`src/rtl/game_pkg.sv`:
```
// Shared definitions for the VGA shooter: datapath op codes, draw-sequencer
// state codes and the player fire FSM encoding.
package game_pkg;

  localparam logic [1:0] OP_DRAW  = 2'b00;
  localparam logic [1:0] OP_ERASE = 2'b01;
  localparam logic [1:0] OP_SHOT  = 2'b10;

  localparam logic [3:0] SELF_DRAW  = 4'd1;
  localparam logic [3:0] SELF_ERASE = 4'd2;

  typedef enum logic [1:0] {
    ST_IDLE   = 2'b00,
    ST_ACTIVE = 2'b01,
    ST_COOL   = 2'b10
  } fire_state_e;

endpackage : game_pkg

```
`src/rtl/rate_tick.sv`:
```
// Free-running modulo-PERIOD counter producing a one-cycle tick on its last count.
module rate_tick #(
  parameter int unsigned PERIOD = 25000000
) (
  input  logic clk,
  input  logic reset_n,
  output logic tick_o
);

  localparam int unsigned CNT_W = (PERIOD > 1) ? $clog2(PERIOD) : 1;
  localparam logic [CNT_W-1:0] LAST = CNT_W'(PERIOD - 1);

  logic [CNT_W-1:0] cnt_q, cnt_d;

  // Wrap at PERIOD-1 so the tick repeats every PERIOD clocks.
  always_comb begin
    cnt_d = cnt_q + CNT_W'(1);
    if (cnt_q == LAST) begin
      cnt_d = '0;
    end else begin
      cnt_d = cnt_q + CNT_W'(1);
    end
  end

  // Counter register.
  always_ff @(posedge clk) begin
    if (!reset_n) begin
      cnt_q <= '0;
    end else begin
      cnt_q <= cnt_d;
    end
  end

  assign tick_o = (cnt_q == LAST);

endmodule : rate_tick

```
`src/rtl/player_ctrl.sv`:
```
// Player-ship controller: button sync, rate-limited clamped movement, fire FSM
// with hold/cooldown/auto-fire, and sprite datapath op decode.
module player_ctrl
  import game_pkg::*;
#(
  parameter int unsigned X_W         = 8,
  parameter int unsigned X_MIN       = 2,
  parameter int unsigned X_MAX       = 150,
  parameter int unsigned X_RESET     = 82,
  parameter int unsigned STEP        = 10,
  parameter int unsigned MOVE_PERIOD = 25000000,
  parameter int unsigned FIRE_HOLD   = 1250000,
  parameter int unsigned FIRE_COOL   = 37500000
) (
  input  logic           clk,
  input  logic           reset_n,
  input  logic [3:0]     key_n,
  input  logic [3:0]     self_state,
  output logic [1:0]     op,
  output logic           self_enable,
  output logic [X_W-1:0] x,
  output logic           fire_active,
  output logic           fire_start,
  output logic [X_W-1:0] fire_x
);

  localparam int unsigned XW1    = X_W + 1;
  localparam int unsigned CNT_MX = (FIRE_HOLD > FIRE_COOL) ? FIRE_HOLD : FIRE_COOL;
  localparam int unsigned CNT_W  = $clog2(CNT_MX + 1);

  localparam logic [X_W-1:0]   X_MIN_N   = X_W'(X_MIN);
  localparam logic [X_W-1:0]   X_MAX_N   = X_W'(X_MAX);
  localparam logic [X_W-1:0]   X_RESET_N = X_W'(X_RESET);
  localparam logic [XW1-1:0]   X_MIN_E   = XW1'(X_MIN);
  localparam logic [XW1-1:0]   X_MAX_E   = XW1'(X_MAX);
  localparam logic [XW1-1:0]   STEP_1    = XW1'(STEP);
  localparam logic [XW1-1:0]   STEP_2    = XW1'(2 * STEP);
  localparam logic [CNT_W-1:0] HOLD_LOAD = CNT_W'(FIRE_HOLD - 1);
  localparam logic [CNT_W-1:0] COOL_LOAD = CNT_W'(FIRE_COOL - 1);

  if (!(X_MIN <= X_RESET && X_RESET <= X_MAX && X_MAX < (2 ** X_W))) begin : g_bad_x
    $error("player_ctrl: require X_MIN <= X_RESET <= X_MAX < 2**X_W");
  end
  if (!(STEP >= 1 && STEP <= X_MAX - X_MIN)) begin : g_bad_step
    $error("player_ctrl: require 1 <= STEP <= X_MAX-X_MIN");
  end
  if (MOVE_PERIOD < 2 || FIRE_HOLD < 1 || FIRE_COOL < 1) begin : g_bad_timing
    $error("player_ctrl: require MOVE_PERIOD >= 2, FIRE_HOLD >= 1, FIRE_COOL >= 1");
  end

  logic [3:0]       sync1_q, sync2_q;
  logic [3:0]       pressed_s;
  logic             right_s, left_s, fire_s, tick_s;
  logic [XW1-1:0]   step_s, x_ext_s, sum_s, diff_s;
  logic [X_W-1:0]   x_q, x_d, fire_x_q, fire_x_d;
  fire_state_e      state_q, state_d;
  logic [CNT_W-1:0] cnt_q, cnt_d;
  logic             fire_start_q, fire_start_d;

  rate_tick #(.PERIOD(MOVE_PERIOD)) u_move_tick (
    .clk     (clk),
    .reset_n (reset_n),
    .tick_o  (tick_s)
  );

  // Two-flop synchroniser; released buttons read as 1 out of reset.
  always_ff @(posedge clk) begin
    if (!reset_n) begin
      sync1_q <= 4'hF;
      sync2_q <= 4'hF;
    end else begin
      sync1_q <= key_n;
      sync2_q <= sync1_q;
    end
  end

  assign pressed_s = ~sync2_q;
  assign right_s   = pressed_s[0];
  assign left_s    = pressed_s[1];
  assign fire_s    = pressed_s[3];
  assign step_s    = pressed_s[2] ? STEP_2 : STEP_1;
  assign x_ext_s   = {1'b0, x_q};
  assign sum_s     = x_ext_s + step_s;
  assign diff_s    = x_ext_s - step_s;

  // Movement: one extra bit keeps sum/difference from wrapping before the clamp.
  always_comb begin
    x_d = x_q;
    if (tick_s && right_s && !left_s) begin
      x_d = (sum_s > X_MAX_E) ? X_MAX_N : X_W'(sum_s);
    end else if (tick_s && left_s && !right_s) begin
      x_d = (x_ext_s < X_MIN_E + step_s) ? X_MIN_N : X_W'(diff_s);
    end else begin
      x_d = x_q;
    end
  end

  // Fire FSM next state; one down-counter serves both ACTIVE and COOL.
  always_comb begin
    state_d      = state_q;
    cnt_d        = cnt_q;
    fire_x_d     = fire_x_q;
    fire_start_d = 1'b0;
    case (state_q)
      ST_IDLE: begin
        if (fire_s) begin
          state_d      = ST_ACTIVE;
          cnt_d        = HOLD_LOAD;
          fire_x_d     = x_q;
          fire_start_d = 1'b1;
        end else begin
          state_d = ST_IDLE;
        end
      end
      ST_ACTIVE: begin
        if (cnt_q == '0) begin
          state_d = ST_COOL;
          cnt_d   = COOL_LOAD;
        end else begin
          cnt_d = cnt_q - CNT_W'(1);
        end
      end
      ST_COOL: begin
        if (cnt_q == '0) begin
          state_d = ST_IDLE;
          cnt_d   = '0;
        end else begin
          cnt_d = cnt_q - CNT_W'(1);
        end
      end
      default: begin
        state_d = ST_IDLE;
        cnt_d   = '0;
      end
    endcase
  end

  // Position and fire state registers.
  always_ff @(posedge clk) begin
    if (!reset_n) begin
      x_q          <= X_RESET_N;
      fire_x_q     <= X_RESET_N;
      state_q      <= ST_IDLE;
      cnt_q        <= '0;
      fire_start_q <= 1'b0;
    end else begin
      x_q          <= x_d;
      fire_x_q     <= fire_x_d;
      state_q      <= state_d;
      cnt_q        <= cnt_d;
      fire_start_q <= fire_start_d;
    end
  end

  assign x           = x_q;
  assign fire_x      = fire_x_q;
  assign fire_active = (state_q == ST_ACTIVE);
  assign fire_start  = fire_start_q;

  // Sprite datapath decode.
  always_comb begin
    op          = OP_DRAW;
    self_enable = 1'b0;
    case (self_state)
      SELF_DRAW: begin
        self_enable = 1'b1;
        op          = fire_active ? OP_SHOT : OP_DRAW;
      end
      SELF_ERASE: begin
        self_enable = 1'b1;
        op          = OP_ERASE;
      end
      default: begin
        self_enable = 1'b0;
        op          = OP_DRAW;
      end
    endcase
  end

endmodule : player_ctrl

```
`config.mk`:
```
export PLATFORM = sky130hd
export DESIGN_NAME = player_ctrl
export DESIGN_NICKNAME = d
export VERILOG_FILES = /design/src/rtl/game_pkg.sv /design/src/rtl/rate_tick.sv /design/src/rtl/player_ctrl.sv
export SDC_FILE = /design/constraint.sdc
export NUM_CORES = 1
export LEC_CHECK = 0
export ABC_AREA = 0
export BUFFER_PORTS_ARGS = -buffer_cell sky130_fd_sc_hd__buf_4
export CORE_MARGIN = 5
export CORE_UTILIZATION = 48
export DETAILED_ROUTE_END_ITERATION = 7
export PLACE_DENSITY = 0.65
export SLEW_MARGIN = 20
export SYNTH_ARGS = -nofsm -noshare
export SYNTH_HDL_FRONTEND = slang
export SYNTH_SLANG_ARGS = --single-unit
```
`constraint.sdc`:
```
create_clock -name clk -period 2.28 [get_ports clk]
set_input_delay 0.228 -clock clk [delete_from_list [all_inputs] [get_ports clk]]
set_output_delay 0.228 -clock clk [all_outputs]
set_load 0.01 [all_outputs]
```
**Word level (Yosys, flattened, before mapping)**

Cells that the tools add are included.

- Register bits: 78
- Input bits: 10
- Output and inout port bits: 21
- Word-level logic and storage cells: 56

- $add $sub $neg: 5
- Magnitude comparators: 2
- Equality and inequality tests: 8
- Muxes and demuxes: 17
- Bitwise logic cells: 2
- Reductions and logical operators: 14

Operator list:

| cell | number |
|---|---|
| $mux W26 | 3 |
| $pmux W26 S3 | 1 |
| $mux W8 | 4 |
| $logic_not A26 Y1 | 1 |
| $sub A26 B1 Y26 const B | 1 |
| $add A25 B1 Y25 const B | 1 |
| $eq A25 B25 Y1 const B | 1 |
| $add A8 B5 Y9 | 1 |
| $gt A9 B8 Y1 const B | 1 |
| $lt A8 B6 Y1 | 1 |
| $sub A8 B5 Y8 | 1 |
| $add A2 B5 Y6 const A | 1 |
| $mux W2 | 3 |
| $pmux W2 S3 | 1 |
| $reduce_and A2 Y1 | 3 |
| $mux W5 | 1 |
| $eq A4 B1 Y1 const B | 1 |
| $eq A4 B2 Y1 const B | 1 |
| $logic_and A1 B1 Y1 | 4 |
| $ne A2 B2 Y1 const B | 2 |
| $not A4 Y4 | 1 |
| $pmux W2 S2 | 1 |
| $reduce_or A2 Y1 | 2 |
| $mux W1 | 3 |
| other kinds (7) | 8 |

**Logic depth before layout (Yosys ltp)**

Gate-level depths: netlist (run 1).

- Depth in word-level cells: 7
- Depth in mapped cells: 9

**By module**

From an unflattened synthesis (run 1), not the netlist that was laid out.

- Cell total of the unflattened synthesis: 529
- Area, all modules: 4302.9 µm²

Modules (own cells, without submodules):

| module | instances | cells each | area each (µm²) |
|---|---|---|---|
| player_ctrl | 1 | 390 | 3065.4 |
| rate_tick | 1 | 139 | 1237.4 |

**Worst setup path after synthesis (run 1)**

OpenSTA, ideal clock, no wires.

- Kind: flip-flop to flip-flop
- From: reg sync2_q[2]
- To: reg x_q[3] (netlist: x[3])
- Data arrival time: 2.291 ns
- Data required time: 2.161 ns
- Path slack: -0.130 ns
- Cell stages (with the launch flop): 10
- Path buffers: 0
- Cells stage by stage: dfxtp_1 -> ha_1 -> inv_1 -> fa_1 -> or2_2 -> a21o_1 -> xnor2_1 -> and3_1 -> o211a_1 -> o221a_2

- Longest elaborated chain between the ends: 7

Ends and longest elaborated chain:

| element | RTL line | RTL |
|---|---|---|
| start, declared | player_ctrl.sv:51 | `logic [3:0] sync1_q, sync2_q;` |
| start signal, assigned | player_ctrl.sv:73 | `sync2_q <= sync1_q;` |
| $not A4 Y4 * | player_ctrl.sv:77 | `assign pressed_s = ~sync2_q;` |
| $mux W5 * | player_ctrl.sv:81 | `assign step_s = pressed_s[2] ? STEP_2 : STEP_1;` |
| $add A2 B5 Y6 | player_ctrl.sv:92 | `x_d = (x_ext_s < X_MIN_E + step_s) ? X_MIN_N : X_W'(diff_s);` |
| $lt A8 B6 Y1 | player_ctrl.sv:92 |  |
| $mux W8 | player_ctrl.sv:92 |  |
| $mux W8 | player_ctrl.sv:91 | `end else if (tick_s && left_s && !right_s) begin` |
| $mux W8 * | player_ctrl.sv:89 | `if (tick_s && right_s && !left_s) begin` |
| end signal, assigned | player_ctrl.sv:141 | `x_q <= X_RESET_N;` |
| end signal, assigned | player_ctrl.sv:147 | `x_q <= x_d;` |
| end, declared | player_ctrl.sv:55 | `logic [X_W-1:0] x_q, x_d, fire_x_q, fire_x_d;` |

Every way passes the cells marked *; elsewhere a longest branch is shown, timed or not. The select of a mux whose other input is x is not followed.
A chain may end at the register's enable or synchronous reset.

**Worst setup path in the final report (run 1)**

Same ends and word-level chain as after synthesis.

==> flow_metrics.tcl, run 1 <==
set metrics [dict create \
    critical_path_buf_inv_count 1 \
    synth-seq-area-share_pct 35.2 \
    p_leak_nw 2.13 \
    ys_ff_latch 76 \
    path_delay_family "compound AO/OA/AOI/OAI gates" \
    synth_most_common_cell "dfxtp_1" \
    io_buffers 28 \
    synth_area_leaders "dfxtp_1, nor2_1, nand2_1" \
    drc 0 \
    hp-start "key_n[0]" \
    numCtsBuffers 9 \
    tightestPinTransition_ns 0.563 \
    cp-startpoint "sync2_q[2]" \
    gp_congestion 0.933 \
    hold_path_class "input port to flip-flop" \
    yosysTopAreaCell "dfxtp_1" \
    initial_core_util_pct 49.3 \
    power_frac_seq_pct 42.3 \
    dp_hpwl_um 8040 \
    crit_fanout 4 \
    final_max_slew_viol_count 0 \
    crit_chain "ha_4 > inv_1 > fa_2 > or2_4 > a21o_1 > xnor2_2 > and3_4 > o211a_1 > o221a_2" \
    htreeDepth 3 \
    fmax_mhz 456 \
    fillers 794 \
    synthCells 529 \
    grt_overflow_total 0 \
    async_flop_share_pct 0 \
    final_antenna_net_count 0 \
    crit_required_ns 2.51 \
    ys_top_cells_by_count "dfxtp_1, nor2_1, nand2_1" \
    ir_drop_v 0.000435 \
    die_h_um 105 \
    p_int_mw 2.28 \
    final_hold_viol_count 0 \
    detail_route.wl_per_cell_um 15.9 \
    fin_nets 612 \
    sw_frac_of_total_pct 34.2 \
    place_inst 679 \
    max_stage_delay_ns 0.39 \
    netlist.area_leader.share_pct 35.2 \
    switchingPower_mw 1.19 \
    grt_usage_pct 19.5 \
    multi_input_area_um2 2740 \
    path_class "flip-flop to flip-flop" \
    cp-start-kind "flip-flop" \
    drv_cap 0 \
    first_pass_iters 4 \
    clk_path_buf_depth 2 \
    root_buffer "clkbuf_8" \
    via_count 4080 \
    coreArea_um2 8760 \
    syn_area_per_cell_um2 8.17 \
    antenna_found_initial 0 \
    reg2reg_from "sync2_q[2]" \
    grt_pass1_vias 3780 \
    cts_hold_buf 0 \
    clk_transition_reported_paths_ns 0.09 \
    skew_ns 0.0129 \
    cp.arrival_ns 2.43 \
    slowest_stage "dfxtp_4" \
    whs_ns 0.0648 \
    pwr-share-clk_pct 27.6 \
    antenna_cells 0 \
    post-route-period-util_pct 96.2 \
    place_area_um2 4880 \
    final_layout_size_suffix_gt1_share_pct 25.0 \
    ios 31 \
    die_x_um 105 \
    grt_pass1_wl_um 18000 \
    setup_violations 0 \
    die_area_um2 11000 \
    syn_area_um2 4320 \
    synth-edff-count 0 \
    layout-area-overhead-vs-synth_pct 21.9 \
    cts_tree "built" \
    grt_max_degree 33 \
    power_density_nw_per_um2 658 \
    min_period_ns 2.19 \
    end_kind "flip-flop" \
    rows 34 \
    cts_sinks 76 \
    yosysUniqueCellTypes 71 \
    fin_total_pwr_mw 3.47 \
    fin_cells 701 \
    ff_latch_area_um2 1530 \
    design_area_um2 5270 \
    clkLatencyLatePin_ns 0.35 \
    status "finished, final reports clean" \
    ys_warn_count 0 \
    synthFlopType "dfxtp_1" \
    slew_headroom_pct 62.4 \
    drt_iter0_drc 185 \
    vias_per_cell 5.82 \
    drt-total-wl_um 11100 \
    p_comb_share_pct 30.1 \
]
[cell usage in the layout (no fill, tap or decap), types with 4 or more instances in the layout]
cell	instances
nor4_1	9
xnor2_1	12
a21o_1	5
clkbuf_8	10
o211ai_1	12
o21ai_0	13
nand2b_1	15
buf_4	80
o22ai_1	4
nand4_1	12
o31ai_1	5
a211oi_1	4
a21oi_1	25
nand2_1	47
a31oi_1	6
o21a_1	5
a21oi_2	6
nand3_1	19
nor2_1	60
ha_1	9
xor2_1	20
inv_1	13
nor2b_1	6
dfxtp_1	73
nor3_1	16
and3_1	8
[sequential cells by signal (all words and copies together) (netlist names)]
register,flops
fire_x,7
state_q,2
x,7
cnt_q,26
fire_start,1
sync1_q,4
sync2_q,4
u_move_tick.cnt_q,25
[through the flow]
stage | setup TNS [ns] | worst slack [ns] | utilization [%]
4_1_cts | 0 | 0.0271 | 58.1
2_1_floorplan | 0 | 0.00125 | -
6_report | 0 | 0.0869 | 60.1
3_5_place_dp | -0.0587 | -0.0381 | 55.7
3_3_place_gp | 0 | 0.0392 | 55.7
5_1_grt | -0.0144 | -0.0144 | 60.1
[final timing paths]
check                                  end  slack [ns]  cells after the start
worst max-delay path                  x[3]        0.09                      9
worst min-delay path            sync1_q[0]        0.06                      2
worst max register to register        x[3]        0.09                      9
worst min register to register  sync2_q[3]        0.42                      1
[cell type report]
class | count | share of cell area, %
multi-input cells | 405 | 52.1
flip-flops and latches | 76 | 29.0
repair buffers | 81 | 11.8
clock buffers | 10 | 2.61
well taps | 108 | 2.56
inverters | 15 | 1.14
clock inverters | 6 | 0.855
[power groups by stage]
| stage | clock (mW) | sequential (mW) | combinational (mW) |
|---|---|---|---|
| CTS | 0.980 | 1.46 | 0.990 |
| global placement | 0 | 1.49 | 0.963 |
| finish | 0.957 | 1.47 | 1.04 |
| detailed placement | 0 | 1.49 | 0.979 |
| global route | 1.04 | 1.48 | 1.13 |
| floorplan | 0 | 1.48 | 0.681 |
[per-layer routing]
layer,vias to the layer above,part of all wire [%],track usage (%),wire length [µm]
met5,-,0,0,0
met4,0,1.7,7.67,187
met3,18,3.2,2.84,358
met2,75,50,33.4,5580
met1,1966,45,24.6,5020
li1,2021,-,-,-
[logic make-up (layout without fill, tap and decap cells)]
kind of cell | Yosys count | count (layout) | share of synthesized area (%)
compound gates | 121 | 121 | 19.3
xor+xnor | 33 | 33 | 6.69
fa+ha+maj | 14 | 14 | 4.40
buf+inv | 49 | 112 | 5.12
flops | 76 | 76 | 35.2
mux | 1 | 1 | 0.232
other cells | 1 | 2 | 0.0868
simple gates | 234 | 234 | 29.0
[timing repair]
| item | 4_1_cts | 5_1_grt |
|---|---|---|
| gates resized for setup | 4 | 30 |
| pin swaps | 3 | 8 |
| hold endpoints to repair | 0 | 0 |
| buffers inserted | 2 | 4 |
| endpoints found under the setup margin | 2 | 25 |
[worst register-to-register path, cell delays in order, from the launching register on]
cell     delay, ns
dfxtp_4       0.39
ha_4          0.14
inv_1         0.05
fa_2          0.33
or2_4         0.24
a21o_1        0.19
xnor2_2       0.15
and3_4        0.17
o211a_1       0.22
o221a_2       0.22
Power figures use the tool's default switching activity.
==> run 2, diff against run 1 <==
SYNTH_HIERARCHICAL = 1   (was default)
==> run 2 against run 1 <==
Compared with the run above:
- sequential cell count unchanged
- largest power group unchanged
- non-clock buffer count increased by 38
- the run now ends with negative setup slack left
- die area decreased by 0.39%
- final cell count increased by 5.7%
- largest cell class unchanged
- fmax decreased by 7.6%
- sequential share of layout area decreased by 1.7 points
==> flow_metrics.tcl, run 2 <==
set metrics [dict create \
    hp-start "key_n[0]" \
    antenna_found_initial 0 \
    grt_pass1_vias 4218 \
    skew_ns 0.0104 \
    clk_transition_reported_paths_ns 0.08 \
    syn_area_um2 4300 \
    dp_hpwl_um 8680 \
    yosysUniqueCellTypes 69 \
    coreArea_um2 8720 \
    ys_top_cells_by_count "dfxtp_1, nand2_1, a21oi_1" \
    final_max_slew_viol_count 0 \
    p_leak_nw 2.26 \
    rr_worst_depth 6 \
    multi_input_area_um2 2790 \
    setup_violations 15 \
    end_kind "flip-flop" \
    final.setup.tns_ns -0.649 \
    drc 0 \
    async_flop_share_pct 0 \
    path_class "flip-flop to flip-flop" \
    largest_reg_flops 26 \
    final_layout_size_suffix_gt1_share_pct 33.0 \
    clk_path_buf_depth 2 \
    design_area_um2 5630 \
    layout_commonest_cell "buf_4" \
    final_cell_mix "buf_4, dfxtp_1, nand2_1, nor2_1, a21oi_1" \
    syn_area_per_cell_um2 8.13 \
    status "complete, but fails checks" \
    drt-total-wl_um 12400 \
    synth_most_common_cell "dfxtp_1" \
    utilization_pct 64.5 \
    crit_fanout 8 \
    grt_max_degree 36 \
    ff_latch_area_um2 1540 \
    initial_core_util_pct 49.3 \
    synth-seq-area-share_pct 35.4 \
    post-route-period-util_pct 104 \
    synthFlopType "dfxtp_1" \
    rsz0062_at_grt "yes" \
    drt_iter0_drc 263 \
    cp-startpoint "cnt_q[13]" \
    hold_path_class "input port to flip-flop" \
    rows 34 \
    fillers 759 \
    postLayoutSetupSlackWorst_ns -0.0943 \
    die_area_um2 11000 \
    cts_tree "built" \
    ios 31 \
    tightestPinTransition_ns 0.773 \
    die_h_um 105 \
    crit_required_ns 2.52 \
    synth_area_leaders "dfxtp_1, a21oi_1, nand2_1" \
    regToRegEndpoint "cnt_q[15]" \
    detail_route.wl_per_cell_um 16.7 \
    cts_sinks 76 \
    layout-area-overhead-vs-synth_pct 30.8 \
    grt_overflow_total 0 \
    gp_congestion 0.934 \
    pre_cts_ws_ns -0.122 \
    violations "negative setup slack" \
    cp-start-kind "flip-flop" \
    via_count 4389 \
    reg.largest.list "cnt_q (26), u_move_tick/cnt_q (25)" \
    place_inst 721 \
    root_buffer "clkbuf_8" \
    first_pass_iters 5 \
    grt_usage_pct 22.1 \
    final_hold_viol_count 0 \
    vias_per_cell 5.92 \
    ys_ff_latch 76 \
    min_period_ns 2.37 \
    min_to "sync1_q[0]" \
    whs_ns 0.0664 \
    fin_nets 654 \
    crit_top_cell "or4_4" \
    regMostFlops "cnt_q" \
    fmax_mhz 421 \
    fin_total_pwr_mw 3.88 \
    power_density_nw_per_um2 689 \
    htreeDepth 3 \
    netlist.area_leader.share_pct 35.4 \
    final_antenna_net_count 0 \
    cp.arrival_ns 2.62 \
    yosysTopAreaCell "dfxtp_1" \
    numCtsBuffers 9 \
    ys_warn_count 6 \
    max_stage_delay_ns 0.59 \
    grt_pass1_wl_um 20300 \
    drv_cap 0 \
    antenna_cells 0 \
    ir_drop_v 0.000592 \
    r2r_slack_ns -0.09 \
    clkLatencyLatePin_ns 0.34 \
    crit_chain "or4_4 > or3_4 > or4_4 > nand2b_4 > nor3_2 > o221a_2" \
    die_x_um 105 \
    synth-edff-count 0 \
    min_path_cells 2 \
    synthCells 529 \
    io_buffers 28 \
    slowest_stage "or4_4" \
    fin_cells 741 \
    reg2reg_from "cnt_q[13]" \
    place_area_um2 5180 \
    slew_headroom_pct 48.1 \
]
==> run 2: cell types whose count changed after synthesis, sizes merged, moves of 5 or more <==
cell | before | now
or3 | 3 | 11
nand3 | 20 | 27
clkbuf | 23 | 18
o211ai | 12 | 3
o31a | 1 | 6
nand2 | 49 | 54
xor2 | 20 | 12
or4 | 6 | 11
nor2 | 61 | 41
o21ai | 16 | 28
a21oi | 32 | 48
==> run 2: cell type report <==
type / instances / area share [%]
clock buffer: 9 / 2.20
clock inverter: 5 / 1.40
inverter: 17 / 1.13
multi-input combinational: 407 / 49.6
sequential: 76 / 27.3
tap: 108 / 2.40
timing repair buffer: 119 / 16.0
==> run 2: logic make-up (layout without fill, tap and decap cells) <==
kind of cell               Yosys count  in the layout  synth area share, %
and+or+nand+nor                    229            229                 28.5
muxes                                1              1                0.233
xor gates and xnor gates            23             23                 4.68
AOI/OAI and AO/OA                  138            138                 21.2
adders and majority gates           14             14                 4.42
DFF                                 76             76                 35.4
buffers and inverters               47            150                 5.50
other                                1              2               0.0872
==> run 2: worst max-delay path by stage <==
| stage | end | cells after the start |
|---|---|---|
| final | cnt_q[15] | 6 |
| after global routing | cnt_q[21] | 7 |
| after CTS | cnt_q[5] | 6 |
| after detailed placement | cnt_q[5] | 6 |
| after global placement | cnt_q[15] | 6 |
| after floorplan | cnt_q[15] | 8 |
==> run 2: critical path, delay by kind of cell, from the launching register on <==
| family | cells | cell delay (ns) |
|---|---|---|
| AOI/OAI and AO/OA | 1 | 0.26 |
| DFF | 1 | 0.33 |
| and+or+nand+nor | 5 | 1.69 |
==> run 2: what timing repair did <==
item                       CTS  global route
setup endpoints to repair   28            50
gates resized for setup     13            34
hold buffers                 0             0
cloned                       0             0
setup buffers                2             4
pin swaps                   10            12
==> run 2: report_power, final <==
part,switching [mW],internal [mW]
Sequential,0.0718,1.39
Combinational,0.693,0.616
Clock,0.498,0.603
==> run 2: routing by layer <==
layer,part of all wire (%),global-route usage [%],up-vias
met3,6.0,4.44,27
met4,2.5,8.86,0
li1,-,-,2132
met1,44,28.9,2069
met5,0,0,-
met2,48,35.9,161
==> run 3, diff against run 2 <==
ABC_AREA = 1   (was 0)
==> run 3 against run 2 <==
Compared with the run above:
- critical path depth increased by 8
- clock-buffer cell count increased by 2
- the run now ends clean
- non-clock buffer count decreased by 84
- sequential cell count unchanged
- combinational power decreased by 16%
- via count decreased by 4.1%
- worst setup slack improved by 0.28 ns
- register-to-register slack improved by 0.28 ns
- synthesized area increased by 5.9%
- power decreased by 10%
==> flow_metrics.tcl, run 3 <==
set metrics [dict create \
    first_pass_iters 5 \
    grt_pass1_vias 3922 \
    place_inst 833 \
    cts_sinks 76 \
    fin_cells 849 \
    yosysTopAreaCell "dfxtp_1" \
    layout-area-overhead-vs-synth_pct 11.4 \
    p_leak_nw 2.27 \
    r2r_slack_ns 0.19 \
    fin_nets 739 \
    synthCells 682 \
    end_kind "flip-flop" \
    fillers 919 \
    rows 35 \
    cts-resized-gates 0 \
    regMostFlops "cnt_q" \
    antenna_found_initial 0 \
    cts_setup_buffers 0 \
    power_density_nw_per_um2 687 \
    dp_hpwl_um 7790 \
    slowest_stage "dfxtp_2" \
    post-route-period-util_pct 91.7 \
    die_area_um2 11500 \
    drt-total-wl_um 10400 \
    final_antenna_net_count 0 \
    ys_top_cells_by_count "nand2_1, nor2_1, inv_1" \
    max_stage_delay_ns 0.41 \
    ir_drop_v 0.000571 \
    numCtsBuffers 9 \
    drv_cap 0 \
    synth-seq-area-share_pct 33.4 \
    crit_chain "ha_1 > inv_1 > fa_1 > nand3b_1 > nand2_1 > nand2_1 > nand2_1 > nand2_1 > inv_1 > nand3_1 > nand2_1 > nand2_1 > nand2_1 > nand2_1" \
    io_buffers 28 \
    status "finished, final reports clean" \
    setup_violations 0 \
    yosysUniqueCellTypes 41 \
    final_max_slew_viol_count 0 \
    gp_congestion 0.889 \
    cts_tree "built" \
    final_cell_mix "nand2_1, nor2_1, inv_1, dfxtp_1, a21oi_1" \
    slew_headroom_pct 64.5 \
    final.setup.tns_ns 0 \
    clk_path_buf_depth 2 \
    final_hold_viol_count 0 \
    reg2reg_from "sync2_q[2]" \
    postLayoutSetupSlackWorst_ns 0.188 \
    regToRegEndpoint "x[1]" \
    ys_warn_count 6 \
    min_period_ns 2.09 \
    die_h_um 107 \
    netlist.area_leader.share_pct 33.4 \
    clk_transition_reported_paths_ns 0.08 \
    fmax_mhz 478 \
    crit_required_ns 2.53 \
    coreArea_um2 9240 \
    utilization_pct 54.9 \
    reg.largest.list "cnt_q (26), u_move_tick/cnt_q (25)" \
    pre_cts_ws_ns 0.0607 \
    syn_area_per_cell_um2 6.68 \
    syn_area_um2 4560 \
    via_count 4208 \
    tightestPinTransition_ns 0.531 \
    root_buffer "clkbuf_8" \
    layout_commonest_cell "nand2_1" \
    die_x_um 107 \
    ys_ff_latch 76 \
    min_to "sync1_q[3]" \
    antenna_cells 0 \
    grt_usage_pct 18.9 \
    min_path_cells 2 \
    cp-start-kind "flip-flop" \
    hp-start "key_n[3]" \
    synthFlopType "dfxtp_1" \
    initial_core_util_pct 49.3 \
    hold_path_class "input port to flip-flop" \
    skew_ns 0.0149 \
    crit_top_cell "nand2_1" \
    synth_area_leaders "dfxtp_1, nand2_1, nor2_1" \
    detail_route.wl_per_cell_um 12.2 \
    clkLatencyLatePin_ns 0.36 \
    fin_total_pwr_mw 3.49 \
    synth-edff-count 0 \
    cp.arrival_ns 2.34 \
    drt_iter0_drc 242 \
    grt_max_degree 29 \
    htreeDepth 3 \
    drc 0 \
    grt_overflow_total 0 \
    rr_worst_depth 14 \
    async_flop_share_pct 0 \
    path_class "flip-flop to flip-flop" \
    synth_most_common_cell "nand2_1" \
    largest_reg_flops 26 \
    crit_fanout 7 \
    ios 31 \
    final_layout_size_suffix_gt1_share_pct 14.0 \
    vias_per_cell 4.96 \
    grt_pass1_wl_um 17900 \
    cts_hold_buf 0 \
]
==> run 3: final cells by class <==
cell class	instances	area (µm²)	area share, %
Tap cell	129	161	3.18
Timing Repair Buffer	35	263	5.18
Clock inverter	5	38.8	0.764
Inverter	85	320	6.31
Multi-Input combinational cell	508	2640	52.0
Sequential cell	76	1520	30.0
Clock buffer	11	131	2.59
==> run 3: cells by family after synthesis <==
logic type | share of synthesized area (%)
adder cells (fa/ha/maj) | 4.17
AO/OA/AOI/OAI | 11.3
other | 0.0823
AND/OR/NAND/NOR | 36.5
XOR/XNOR | 5.38
flip-flops | 33.4
buffers and inverters | 9.17
==> run 3: how the worst max path moves through the flow <==
stage / startpoint / to / slack (ns) / cells after the start
after floorplan: u_move_tick/cnt_q[0] / x[4] / 0.20 / 11
after global placement: sync2_q[2] / x[1] / 0.16 / 13
after detailed placement: sync2_q[2] / x[1] / 0.06 / 13
after CTS: sync2_q[2] / x[1] / 0.04 / 13
after global routing: u_move_tick/cnt_q[0] / x[7] / -0.009 / 13
final: sync2_q[2] / x[1] / 0.19 / 14
==> run 3: worst max-delay path: cells and delay by family (launching register included) <==
family        cells  cell delay, ns
fa+ha+maj         2            0.59
buf+inv           2            0.11
flops             1            0.41
simple gates     10            0.86
==> run 3: routing by layer <==
layer  track usage (%)  vias to the layer above  wire length, µm
met5                 0                        -                0
met4              4.51                        0               89
met3              4.08                        6              439
met2              31.7                       68             4960
met1              24.8                     1917             4910
li1                  -                     2217                -
==> run 3: report_power, final <==
part | switching (mW) | internal, mW | total (mW)
logic | 0.692 | 0.406 | 1.10
registers | 0.0731 | 1.40 | 1.48
clock network | 0.513 | 0.400 | 0.913
==> run 3: through the flow <==
| step | hold WS (ns) | cell area (µm²) |
|---|---|---|
| global route | 0.0480 | 5080 |
| floorplan | 0.335 | 4560 |
| CTS | 0.0437 | 5060 |
| finish | 0.0593 | 5080 |
| detailed placement | 0.397 | 4890 |
| global placement | 0.395 | 4890 |
